==> src/rtl/serial_addsub.sv <==
// serial_addsub: multi-cycle adder/subtractor.
// Each WIDTH-bit operation is processed DIGIT bits per clock, starting
// with the least-significant chunk. A single DIGIT-bit ripple slice does
// the work, and a register carries the carry from one chunk to the next.
//
// Ports
//   clk    : clock; all state changes on the rising edge
//   rst_n  : synchronous reset, active low
//   start  : operation request; ignored while busy
//   sub    : 0 = a + b + c_in, 1 = a - b - c_in (sampled with start)
//   a, b   : operands (sampled with start)
//   c_in   : carry-in for add, borrow-in for subtract (sampled with start)
//   busy   : an operation is in progress
//   done   : one-cycle pulse; sum/c_out/ovf were updated on this edge
//   sum    : result; holds until the next completion
//   c_out  : carry-out for add; for subtract, 1 = no borrow
//   ovf    : two's-complement overflow of the result
//
// state  | meaning
// S_IDLE | waiting for start; outputs hold the last result
// S_RUN  | one chunk per edge; counter selects the last chunk
// S_DONE | result presented for one cycle; start is accepted here too
module serial_addsub #(
    parameter int WIDTH = 8,
    parameter int DIGIT = 1
) (
    input  logic             clk,
    input  logic             rst_n,
    input  logic             start,
    input  logic             sub,
    input  logic [WIDTH-1:0] a,
    input  logic [WIDTH-1:0] b,
    input  logic             c_in,
    output logic             busy,
    output logic             done,
    output logic [WIDTH-1:0] sum,
    output logic             c_out,
    output logic             ovf
);

    localparam int STEPS = WIDTH / DIGIT;
    localparam int CNT_W = (STEPS > 1) ? $clog2(STEPS) : 1;
    localparam logic [CNT_W-1:0] LAST_STEP = CNT_W'(STEPS - 1);

    if (DIGIT < 1 || DIGIT > WIDTH || (WIDTH % DIGIT) != 0) begin : g_param_check
        $error("serial_addsub: DIGIT must divide WIDTH and lie in 1..WIDTH");
    end

    typedef enum logic [1:0] {
        S_IDLE,
        S_RUN,
        S_DONE
    } state_t;

    state_t             state_q, state_d;
    logic [WIDTH-1:0]   a_q, a_d;
    logic [WIDTH-1:0]   b_q, b_d;
    logic [WIDTH-1:0]   res_q, res_d;
    logic [WIDTH-1:0]   sum_q, sum_d;
    logic               carry_q, carry_d;
    logic [CNT_W-1:0]   cnt_q, cnt_d;
    logic               busy_q, busy_d;
    logic               done_q, done_d;
    logic               c_out_q, c_out_d;
    logic               ovf_q, ovf_d;

    logic [DIGIT:0]       chunk;
    logic [WIDTH+DIGIT-1:0] res_shift;
    logic                 msb_cin;

    always_comb begin
        chunk     = {1'b0, a_q[DIGIT-1:0]} + {1'b0, b_q[DIGIT-1:0]}
                  + {{DIGIT{1'b0}}, carry_q};
        // New chunk enters at the top; after STEPS shifts the result is aligned.
        res_shift = {chunk[DIGIT-1:0], res_q};
        // Carry into the chunk MSB recovered from its sum bit and operand bits.
        msb_cin   = a_q[DIGIT-1] ^ b_q[DIGIT-1] ^ chunk[DIGIT-1];

        state_d = state_q;
        a_d     = a_q;
        b_d     = b_q;
        res_d   = res_q;
        sum_d   = sum_q;
        carry_d = carry_q;
        cnt_d   = cnt_q;
        busy_d  = busy_q;
        done_d  = 1'b0;
        c_out_d = c_out_q;
        ovf_d   = ovf_q;

        case (state_q)
            S_IDLE, S_DONE: begin
                state_d = S_IDLE;
                busy_d  = 1'b0;
                if (start) begin
                    // Subtract as a + ~b + ~c_in so the same slice serves both modes.
                    a_d     = a;
                    b_d     = sub ? ~b : b;
                    carry_d = c_in ^ sub;
                    res_d   = '0;
                    cnt_d   = '0;
                    busy_d  = 1'b1;
                    state_d = S_RUN;
                end
            end
            S_RUN: begin
                a_d     = a_q >> DIGIT;
                b_d     = b_q >> DIGIT;
                carry_d = chunk[DIGIT];
                res_d   = res_shift[WIDTH+DIGIT-1:DIGIT];
                cnt_d   = cnt_q + CNT_W'(1);
                if (cnt_q == LAST_STEP) begin
                    sum_d   = res_shift[WIDTH+DIGIT-1:DIGIT];
                    c_out_d = chunk[DIGIT];
                    ovf_d   = msb_cin ^ chunk[DIGIT];
                    done_d  = 1'b1;
                    busy_d  = 1'b0;
                    state_d = S_DONE;
                end
            end
            default: begin
                state_d = S_IDLE;
                busy_d  = 1'b0;
            end
        endcase
    end

    always_ff @(posedge clk) begin
        if (!rst_n) begin
            state_q <= S_IDLE;
            a_q     <= '0;
            b_q     <= '0;
            res_q   <= '0;
            sum_q   <= '0;
            carry_q <= 1'b0;
            cnt_q   <= '0;
            busy_q  <= 1'b0;
            done_q  <= 1'b0;
            c_out_q <= 1'b0;
            ovf_q   <= 1'b0;
        end else begin
            state_q <= state_d;
            a_q     <= a_d;
            b_q     <= b_d;
            res_q   <= res_d;
            sum_q   <= sum_d;
            carry_q <= carry_d;
            cnt_q   <= cnt_d;
            busy_q  <= busy_d;
            done_q  <= done_d;
            c_out_q <= c_out_d;
            ovf_q   <= ovf_d;
        end
    end

    assign busy  = busy_q;
    assign done  = done_q;
    assign sum   = sum_q;
    assign c_out = c_out_q;
    assign ovf   = ovf_q;

endmodule

==> config.mk <==
export PLATFORM = sky130hd
export DESIGN_NAME = serial_addsub
export DESIGN_NICKNAME = d
export VERILOG_FILES = /design/src/rtl/serial_addsub.sv
export SDC_FILE = /design/constraint.sdc
export NUM_CORES = 1
export LEC_CHECK = 0
export ABC_AREA = 1
export BUFFER_PORTS_ARGS = -buffer_cell sky130_fd_sc_hd__buf_4
export CAP_MARGIN = 20
export CORE_MARGIN = 8
export CORE_UTILIZATION = 35
export CTS_BUF_LIST = sky130_fd_sc_hd__clkbuf_2 sky130_fd_sc_hd__clkbuf_4 sky130_fd_sc_hd__clkbuf_8
export DETAILED_ROUTE_END_ITERATION = 8
export MAX_ROUTING_LAYER = met4
export PLACE_DENSITY = 0.53
export SYNTH_ARGS = -nofsm -noshare
export SYNTH_HDL_FRONTEND = slang
export SYNTH_SLANG_ARGS = --single-unit
==> constraint.sdc <==
create_clock -name clk -period 1.48 [get_ports clk]
set_input_delay 0.222 -clock clk [delete_from_list [all_inputs] [get_ports clk]]
set_output_delay 0.222 -clock clk [all_outputs]
set_load 0.05 [all_outputs]
---- Yosys cells after proc, flatten, opt, wreduce, memory -nomap -nowiden ----
Cells that the tools add are included.
word-level totals
  bits in registers ....................... 42
  output and inout port bits .............. 12
operators by class
  $add $sub $neg .......................... 3
  eq/ne operators ......................... 5
  mux-type cells .......................... 18
  bitwise logic cells ..................... 5
  reductions and logical operators ........ 6
operators by type and width
  operator                                        number
  case mux 8 bit (2 select lines)                 3
  two-way mux 8 bit                               4
  inverter 8 bit                                  1
  case mux 3 bit (2 select lines)                 1
  AND reduction 2 bit                             3
  two-way mux 1 bit                               5
  != test 2 bit (second input constant)           2
  case mux 1 bit (2 select lines)                 2
  case mux 2 bit (2 select lines)                 1
  bitwise XOR 1 bit                               4
  adder 3 x 1 -> 3 bit (second input constant)    1
  == test 3 bit (second input constant)           1
  two-way mux 3 bit                               1
  adder 1 x 1 -> 2 bit                            1
  adder 2 x 1 -> 2 bit                            1
  == test 2 x 1 -> 1 bit (second input constant)  1
  == test 2 bit (second input constant)           1
  zero test 2 bit                                 1
  two-way mux 2 bit                               1
  nonzero test 2 bit                              1
  OR reduction 2 bit                              1

---- Longest topological paths before layout ----
Gate-level depths: netlist of the first run.
  word-level depth ........................ 4
  mapped depth ............................ 9
  mapped depth without buffers ............ 8

---- Least setup slack after synthesis of the first run ----
No wires, ideal clock.
  path type ............................... register to register
  from .................................... register a_q[0]
  to ...................................... register ovf_q (netlist: ovf)
  arrival ................................. 1.393 ns
  required time ........................... 1.406 ns
  setup slack ............................. 0.013 ns
  stages on the path, launching flop included .. 9
  buffers on the path ..................... 0
  cells stage by stage .................... dfxtp_1 inv_1 fa_1 inv_1 nand2_1 nand2_1 nand2_1 nand3_1 a21oi_1
on the way
  longest elaborated chain between the ends .. 4
ends and longest elaborated chain
  what                    line  text
  start, declared         56    logic [WIDTH-1:0] a_q, a_d;
  start signal, assigned  131   a_q <= '0;
  start signal, assigned  143   a_q <= a_d;
  adder 1 x 1 -> 2 bit    72    chunk = {1'b0, a_q[DIGIT-1:0]} + {1'b0, b_q[DIGIT-1:0]}
  adder 2 x 1 -> 2 bit    73    + {{DIGIT{1'b0}}, carry_q};
  bitwise XOR 1 bit       77    msb_cin = a_q[DIGIT-1] ^ b_q[DIGIT-1] ^ chunk[DIGIT-1];
  bitwise XOR 1 bit *     115   ovf_d = msb_cin ^ chunk[DIGIT];
  end signal, assigned    152   ovf_q <= ovf_d;
  end, declared           65    logic ovf_q, ovf_d;
Mark *: on every way between the ends. The rest lies on a longest branch, timed or not.
A chain may end at the register's enable or synchronous reset.

---- Worst setup path in the final report of the first run ----
  from .................................... register b_q[0]
  to ...................................... register ovf_q (netlist: ovf)
on the way
  longest elaborated chain between the ends .. 4
ends and longest elaborated chain
  what                    line  text
  start, declared         57    logic [WIDTH-1:0] b_q, b_d;
  start signal, assigned  132   b_q <= '0;
  start signal, assigned  144   b_q <= b_d;
  adder 1 x 1 -> 2 bit    72
  adder 2 x 1 -> 2 bit    73
  bitwise XOR 1 bit       77
  bitwise XOR 1 bit *     115
Marks and branches as above.

==> results of run 1 <==
cell type report:
class                           count  share of cell area (%)
Timing Repair Buffer               36                    11.5
Multi-Input combinational cell    175                    40.6
Clock inverter                      1                    1.28
Clock buffer                        7                    3.83
Tap cell                           72                    3.83
Sequential cell                    41                    35.0
Inverter                           23                    3.99
how the worst max path moves through the flow:
stage               startpoint   to  slack [ps]  depth (start not counted)
floorplan               a_q[0]  ovf          10                          8
global placement        a_q[0]  ovf          30                          8
global route            b_q[0]  ovf         -40                          8
finish                  b_q[0]  ovf          60                          8
CTS                    carry_q  ovf           6                          8
detailed placement      a_q[0]  ovf          -9                          8
power by group:
| part | total, W | switching [W] | internal (W) |
|---|---|---|---|
| registers | 0.00118 | 0.0000268 | 0.00115 |
| clock network | 0.000950 | 0.000381 | 0.000568 |
| logic | 0.000355 | 0.000218 | 0.000137 |
| total | 0.00248 | 0.000626 | 0.00185 |
cell families after synthesis:
group	count (synthesis)	synth area share, %
DFF	41	42.1
buffers and inverters	33	9.24
AOI/OAI and AO/OA	28	12.4
xor gates and xnor gates	3	1.35
adders and majority gates	3	2.31
and+or+nand+nor	141	32.6
repair_timing:
action | in CTS | in global routing
pin swaps | 1 | 1
setup endpoints to repair | 1 | 7
gates cloned | 0 | 0
resized for setup | 1 | 5
routing by layer:
metal	vias to the layer above	wire (µm)	global-route usage, %
li1	840	-	-
met1	709	2030	12.9
met4	0	55	3.74
met5	-	0	-
met2	19	1850	16.7
met3	5	134	2.83
synthesized netlist by cell type, drive strengths merged:
cell type	count
nand2	110
dfxtp	41
inv	23
nand3	18
a21oi	15
nor2	13
buf	8
a31oi	7
o21ai	5
xor2	3
clkbuf	2
ha	2
a211oi	1
fa	1
stage by stage:
step | instance area (µm²) | TNS [ps] | worst slack [ps] | power, W | instances
3_5_place_dp | 2220 | -8.73 | -8.73 | 0.00156 | 347
2_1_floorplan | 1950 | 0 | 13.2 | 0.00148 | 249
6_report | 2350 | 0 | 57.9 | 0.00248 | 355
3_3_place_gp | 2220 | 0 | 33.7 | 0.00155 | 347
5_1_grt | 2350 | -38.2 | -38.2 | 0.00261 | 355
4_1_cts | 2340 | 0 | 6.26 | 0.00252 | 355
state kept, by name, indices dropped and copies added (netlist names):
signal	count
busy	1
ovf	1
a_q	8
sum	8
c_out	1
b_q	8
state_q	2
carry_q	1
res_q	7
done	1
cnt_q	3
worst reg2reg max path, cell delays in order (launching register included):
cell and delay (ps):
dfxtp_2 330, inv_2 50, fa_2 600, inv_2 50, nand2_1 50, nand2_1 50, nand2_1 60, nand3_1 70
a21oi_1 120
==> impl_metrics.toml, run 1 <==
[run_status]
outcome = "finished clean"

[drt]
vias = 1573
wire_per_inst_um = 11.5
dr.pass1.iters = 4
antenna_left = 0
drt_wl_total_um = 4070
drt_iter0_markers = 85
avgViaCountPerCell = 4.43
drcViolationCount = 0

[timing]
slew_violations = 0
finalSetupViolCount = 0
fmax_mhz = 703
slew_headroom_pct = 81.1
finalCritPeriodShare_pct = 96.1
period_minus_slack_ps = 1420
rsz0062_at_grt = "yes"
hold_violations = 0
holdWs_ps = 192
fin_skew_ps = 6.35
worstMarginPinSlew_ps = 284

[critical_path]
worst_setup_path_start_kind = "flip-flop"
cp_slowest_cell = "fa_2"
crit_top_cell = "nand2_1"
worstRegToRegCells = 8
r2r-end = "ovf"
arrival_ps = 1650
cp_num_buf_inv = 2
path_max_fanout = 4
cp_slowest_stage_delay_ps = 600
worst-r2r-setup-slack_ps = 60
path_delay_family = "adder cells"
path_cells = "inv_2 > fa_2 > inv_2 > nand2_1 > nand2_1 > nand2_1 > nand3_1 > a21oi_1"
critPathCaptureType = "flip-flop"
r2r-start = "b_q[0]"
cp.required_ps = 1710
critPathKind = "flip-flop to flip-flop"

[clock_tree]
clk_pin_slew_worst_paths_ps = 80
clkLatencyLatePin_ps = 290
cts_root_buffer = "clkbuf_8"
clock_sinks = 41
cts_tree = "done"
cts_buffer_depth = 2
postCtsSetupBuffers = 0
cts-hold-fix-buffers = 0
numCtsBuffers = 5
cts_max_level = 2

[layout]
register_area_um2 = 823
multi_input_area_um2 = 953
final_cell_mix = "88 x nand2_1, 39 x dfxtp_1, 36 x buf_4, 20 x nand2_2, 17 x nand3_1"
area_growth_syn_to_layout_pct = 20.6
nFillCells = 583
diodes = 0
finish.utilization_pct = 43.2
layout-drive-gt1-share_pct = 34.6
nets = 306
final_common_cell = "nand2_1"

[floorplanning]
rows = 27
die_area_um2 = 8210
die_w_um = 90.6
core_area_um2 = 5440
die_y_um = 90.6
ios = 33
initial_core_util_pct = 35.8

[global_route]
grt_max_degree = 28
grt_pass1_wl_um = 7110
grtUsageTotal_pct = 10.7
grt_pass1_vias = 1575
gr-total-overflow = 0
grt_antenna_before_repair = 0

[synth]
avgSynthCellArea_um2 = 7.83
ys_seq_elements = 41
syn_inst = 249
ys_warn_count = 0
ys_seq_area_share_pct = 42.1
synth_cell_types = 27
synth_area_um2 = 1950
synthTopCellsByArea = "dfxtp_1 42%, nand2_1 17%, nand2_2 6.1%"
post-synth-top-area-fraction_pct = 42.1
synth_fp_nets = 273
synth.largest_area_cell = "dfxtp_1"

[placed_design]
dp_hpwl_um = 2790
port_buffers = 32
routabilityCongestion = 0.776

[pwr]
p_leak_nw = 1.06
peakVddDrop_v = 0.000551
powerDensity_nw_per_um2 = 1050

[worst_hold_path]
holdCritPathClass = "input port to flip-flop"
hold_start = "a[7]"
min_path_cells = 3
hold_end = "a_q[7]"

[run]
maxCapViolCount = 0
Power figures use the tool's default switching activity.
==> run 2: changes to the inputs <==
- CORE_MARGIN: 8 -> 5
==> run 2 against run 1 <==
Against the previous run: flip-flop and latch count did not move; global-route usage rose by 1.8 points; routed wire length fell by 2.2%; largest cell class unchanged; design area fell by 1.5%; first-iteration DRC count fell by 18%.
==> impl_metrics.toml, run 2 (same netlist as run 1, synthesis figures left out) <==
[run_status]
outcome = "finished clean"

[layout]
nets = 306
layout-drive-gt1-share_pct = 34.6
final_cell_mix = "89 x nand2_1, 38 x dfxtp_1, 36 x buf_4, 19 x nand2_2, 17 x nand3_1"
area_growth_syn_to_layout_pct = 18.8
stdcell_count = 355
final_common_cell = "nand2_1"
diodes = 0

[critical_path]
r2r-end = "ovf"
cp.required_ps = 1710
cp_num_buf_inv = 2
r2r-start = "a_q[0]"
arrival_ps = 1670
critPathCaptureType = "flip-flop"
critPathKind = "flip-flop to flip-flop"
worst_setup_path_start_kind = "flip-flop"
path_delay_family = "adder cells"
cp_slowest_cell = "fa_2"
worstRegToRegCells = 8
path_cells = "inv_2 > fa_2 > inv_2 > nand2_1 > nand2_1 > nand2_1 > nand3_1 > a21oi_1"
path_max_fanout = 4
cp_slowest_stage_delay_ps = 600
crit_top_cell = "nand2_1"
worst-r2r-setup-slack_ps = 40

[clock_tree]
clk_pin_slew_worst_paths_ps = 80
cts_root_buffer = "clkbuf_8"
numCtsBuffers = 5
clock_sinks = 41
cts_tree = "done"
cts-hold-fix-buffers = 0
clkLatencyLatePin_ps = 290
cts_buffer_depth = 2
cts_max_level = 2

[timing]
slew_headroom_pct = 80.9
fin_skew_ps = 2.59
slew_violations = 0
fmax_mhz = 695
worstMarginPinSlew_ps = 286
finalSetupViolCount = 0
period_minus_slack_ps = 1440
tns_ps = 0
finalCritPeriodShare_pct = 97.2
rsz0062_at_grt = "yes"
hold_violations = 0

[drt]
vias = 1564
wire_per_inst_um = 11.2
antenna_left = 0
drcViolationCount = 0
drt_wl_total_um = 3980
avgViaCountPerCell = 4.41
drt_iter0_markers = 70
dr.pass1.iters = 4

[placed_design]
dp.cells = 347
routabilityCongestion = 0.806
dp_hpwl_um = 2680
port_buffers = 32

[global_route]
gr-total-overflow = 0
grt_antenna_before_repair = 0
grt_pass1_vias = 1508
grtUsageTotal_pct = 12.5
grt_max_degree = 28
grt_pass1_wl_um = 7070

[floorplanning]
ios = 33
initial_core_util_pct = 35.6
die_area_um2 = 7160
die_y_um = 84.6
core_area_um2 = 5470
rows = 27
die_w_um = 84.6

[pwr]
powerDensity_nw_per_um2 = 974
p_leak_nw = 1.04
peakVddDrop_v = 0.000352
power_w = 0.00226

[worst_hold_path]
hold_start = "a[7]"
min_path_cells = 3
holdCritPathClass = "input port to flip-flop"
hold_end = "a_q[7]"

[run]
maxCapViolCount = 0
## run 2: metal layers
layer,routed length (µm),up-vias,global-route usage (%)
met3,127,5,3.14
li1,-,844,-
met5,0,-,-
met4,67,0,4.32
met1,2050,695,17.0
met2,1740,20,17.8
## run 2: what timing repair did
item	CTS	global route
buffers inserted	0	0
pin swaps	1	8
resized for setup	1	5
endpoints found under the setup margin	1	7
## run 2: where the power goes
group	internal (W)	leakage (nW)	switching, W
registers	0.00115	0.335	0.0000265
logic	0.000136	0.661	0.000217
clock network	0.000345	0.0484	0.000382
total	0.00163	1.04	0.000626
## run 2: area by class of cell
class,count,area (µm²)
fillers,598,3160
multi-input cells,175,951
flip-flops and latches,41,825
repair buffers,36,270
inverters,23,93.8
well taps,72,90.1
clock buffers,6,76.3
clock inverters,2,10.0
## run 2: through the flow
step	hold slack (ps)	area [µm²]	utilization [%]	setup WS (ps)
after floorplan	381	1950	-	13.2
after global placement	446	2220	40.6	31.2
after detailed placement	452	2220	40.6	4.59
after CTS	179	2310	42.2	0.336
after global routing	182	2320	42.3	-61.9
final	193	2320	42.3	41.6
## run 2: tightest hold or removal path, delay by kind of cell
kind | cells | cell delay [ps]
AOI/OAI and AO/OA | 1 | 50
and+or+nand+nor | 1 | 70
buffers and inverters | 1 | 100
## run 2: worst max-delay path by stage
stage           to     from  depth (start not counted)
2_1_floorplan  ovf   a_q[0]                          8
3_3_place_gp   ovf   a_q[0]                          8
3_5_place_dp   ovf   a_q[0]                          8
4_1_cts        ovf  carry_q                          8
5_1_grt        ovf   a_q[0]                          8
6_report       ovf   a_q[0]                          8
==> run 3: changes to the inputs <==
- BUFFER_PORTS_ARGS: -buffer_cell sky130_fd_sc_hd__buf_4 -> -buffer_cell sky130_fd_sc_hd__buf_2
- CELL_PAD_IN_SITES_DETAIL_PLACEMENT: not set -> 1
- CELL_PAD_IN_SITES_GLOBAL_PLACEMENT: not set -> 2
- CORE_UTILIZATION: 35 -> 30
- PLACE_DENSITY: 0.53 -> 0.74
==> run 3 against run 2 <==
Against the previous run: global-route usage decreased by 0.63 points; clock-buffer cell count increased by 1; sequential share of layout area increased by 0.55 points; register-to-register slack got worse by 30 ps; cell count increased by 2.3%; critical path depth unchanged; non-clock buffer count increased by 4; worst setup slack got worse by 34 ps; flip-flop and latch count unchanged; die area increased by 15%; highest routed layer unchanged.
==> impl_metrics.toml, run 3 (same netlist as run 1, synthesis figures left out) <==
[run_status]
outcome = "finished clean"

[timing]
worstMarginPinSlew_ps = 287
holdWs_ps = 192
rsz0062_at_grt = "yes"
finalCritPeriodShare_pct = 99.5
fmax_mhz = 679
finalSetupViolCount = 0
slew_headroom_pct = 80.9
period_minus_slack_ps = 1470
fin_skew_ps = 4.63
slew_violations = 0
tns_ps = 0
hold_violations = 0

[global_route]
grt_max_degree = 28
gr-total-overflow = 0
grt_pass1_wl_um = 7850
grt_antenna_before_repair = 0
grt_pass1_vias = 1747
grtUsageTotal_pct = 11.8

[layout]
finish.utilization_pct = 35.9
nets = 310
register_area_um2 = 825
layout-drive-gt1-share_pct = 35.7
nFillCells = 790
multi_input_area_um2 = 953
final_common_cell = "nand2_1"
area_growth_syn_to_layout_pct = 17.0
final_cell_mix = "88 x nand2_1, 38 x dfxtp_1, 32 x buf_2, 20 x nand2_2, 17 x nand3_1"
stdcell_count = 363
diodes = 0

[pwr]
seq_power_share_pct = 51.4
powerDensity_nw_per_um2 = 1000
switching_share_pct = 27.2
intPower_w = 0.00167
combPwrFrac_pct = 15.5
peakVddDrop_v = 0.000391
p_switching_w = 0.000623
p_clk_share_pct = 33.1
p_leak_nw = 1.05

[critical_path]
r2r-end = "ovf"
arrival_ps = 1700
r2r-start = "a_q[0]"
critPathKind = "flip-flop to flip-flop"
worst_setup_path_start_kind = "flip-flop"
worstRegToRegCells = 8
critPathCaptureType = "flip-flop"
path_max_fanout = 4
worst-r2r-setup-slack_ps = 8
cp.required_ps = 1700

[clock_tree]
clk_pin_slew_worst_paths_ps = 80
numCtsBuffers = 5
clock_sinks = 41
cts_tree = "done"
cts_max_level = 2
cts_buffer_depth = 2
cts_root_buffer = "clkbuf_8"
cts-hold-fix-buffers = 0
clkLatencyLatePin_ps = 290

[placed_design]
dp_hpwl_um = 3270
port_buffers = 32
routabilityCongestion = 0.693
dp.cells = 354

[floorplanning]
ios = 33
rows = 29
die_w_um = 90.6
die_area_um2 = 8210
core_area_um2 = 6350
initial_core_util_pct = 30.7
die_y_um = 90.6

[worst_hold_path]
hold_end = "a_q[7]"
min_path_cells = 3
hold_start = "a[7]"
holdCritPathClass = "input port to flip-flop"

[drt]
dr.pass1.iters = 4
avgViaCountPerCell = 4.54
drt_wl_total_um = 4500
vias = 1648
antenna_left = 0
wire_per_inst_um = 12.4
drcViolationCount = 0
drt_iter0_markers = 36

[run]
maxCapViolCount = 0
run 3: cell count changes in the layout (fill, tap and decap cells not counted):
cell / previous run / this run
buf_2: 0 / 32
buf_4: 36 / 8
clkinv_2: 2 / 0
clkbuf_8: 5 / 6
inv_2: 6 / 5
inv_4: 1 / 2
nand2_1: 89 / 88
nand2_2: 19 / 20
run 3: power by group through the flow:
stage | logic [W] | registers (W) | clock network, W
after floorplan | 0.000271 | 0.00120 | 0
after global placement | 0.000347 | 0.00120 | 0
after detailed placement | 0.000351 | 0.00120 | 0
after CTS | 0.000355 | 0.00118 | 0.000796
after global routing | 0.000406 | 0.00119 | 0.000831
final | 0.000356 | 0.00118 | 0.000758
run 3: critical path: stages, from the launching register on:
cell	delay (ps)
dfxtp_2	340
inv_2	50
fa_2	600
inv_2	50
nand2_1	50
nand2_1	40
nand2_1	50
nand3_1	70
a21oi_1	150
run 3: metrics by stage:
stage / power [W] / instance area [µm²] / worst slack (ps)
after floorplan: 0.00148 / 1950 / 13.2
after global placement: 0.00155 / 2160 / 23.7
after detailed placement: 0.00155 / 2160 / -23.3
after CTS: 0.00233 / 2260 / 10.4
after global routing: 0.00242 / 2280 / -94.0
final: 0.00229 / 2280 / 7.64
run 3: worst max path at each step:
stage	startpoint	end	slack [ps]
after detailed placement	a_q[0]	ovf	-20
final	a_q[0]	ovf	8
after global placement	a_q[0]	ovf	20
after global routing	a_q[0]	ovf	-90
after floorplan	a_q[0]	ovf	10
after CTS	carry_q	ovf	10
run 3: repair_timing:
action                                  4_1_cts  5_1_grt
setup buffers                                 0        2
resized for setup                             3        5
endpoints found under the setup margin        1        7
pin swaps                                     1        6
run 3: per-layer routing:
metal	up-vias	GRT usage, %	wire length, µm	part of all wire, %
li1	848	-	-	-
met1	774	14.7	2140	48
met2	21	19.2	2180	48
met3	5	2.67	129	2.9
met4	0	3.35	51	1.1
met5	-	-	0	0
run 3: area by class of cell:
class | count | share of cell area [%]
Inverter | 23 | 4.22
Tap cell | 77 | 4.22
Clock buffer | 7 | 3.95
Sequential cell | 41 | 36.1
Multi-Input combinational cell | 175 | 41.8
Timing Repair Buffer | 40 | 9.65
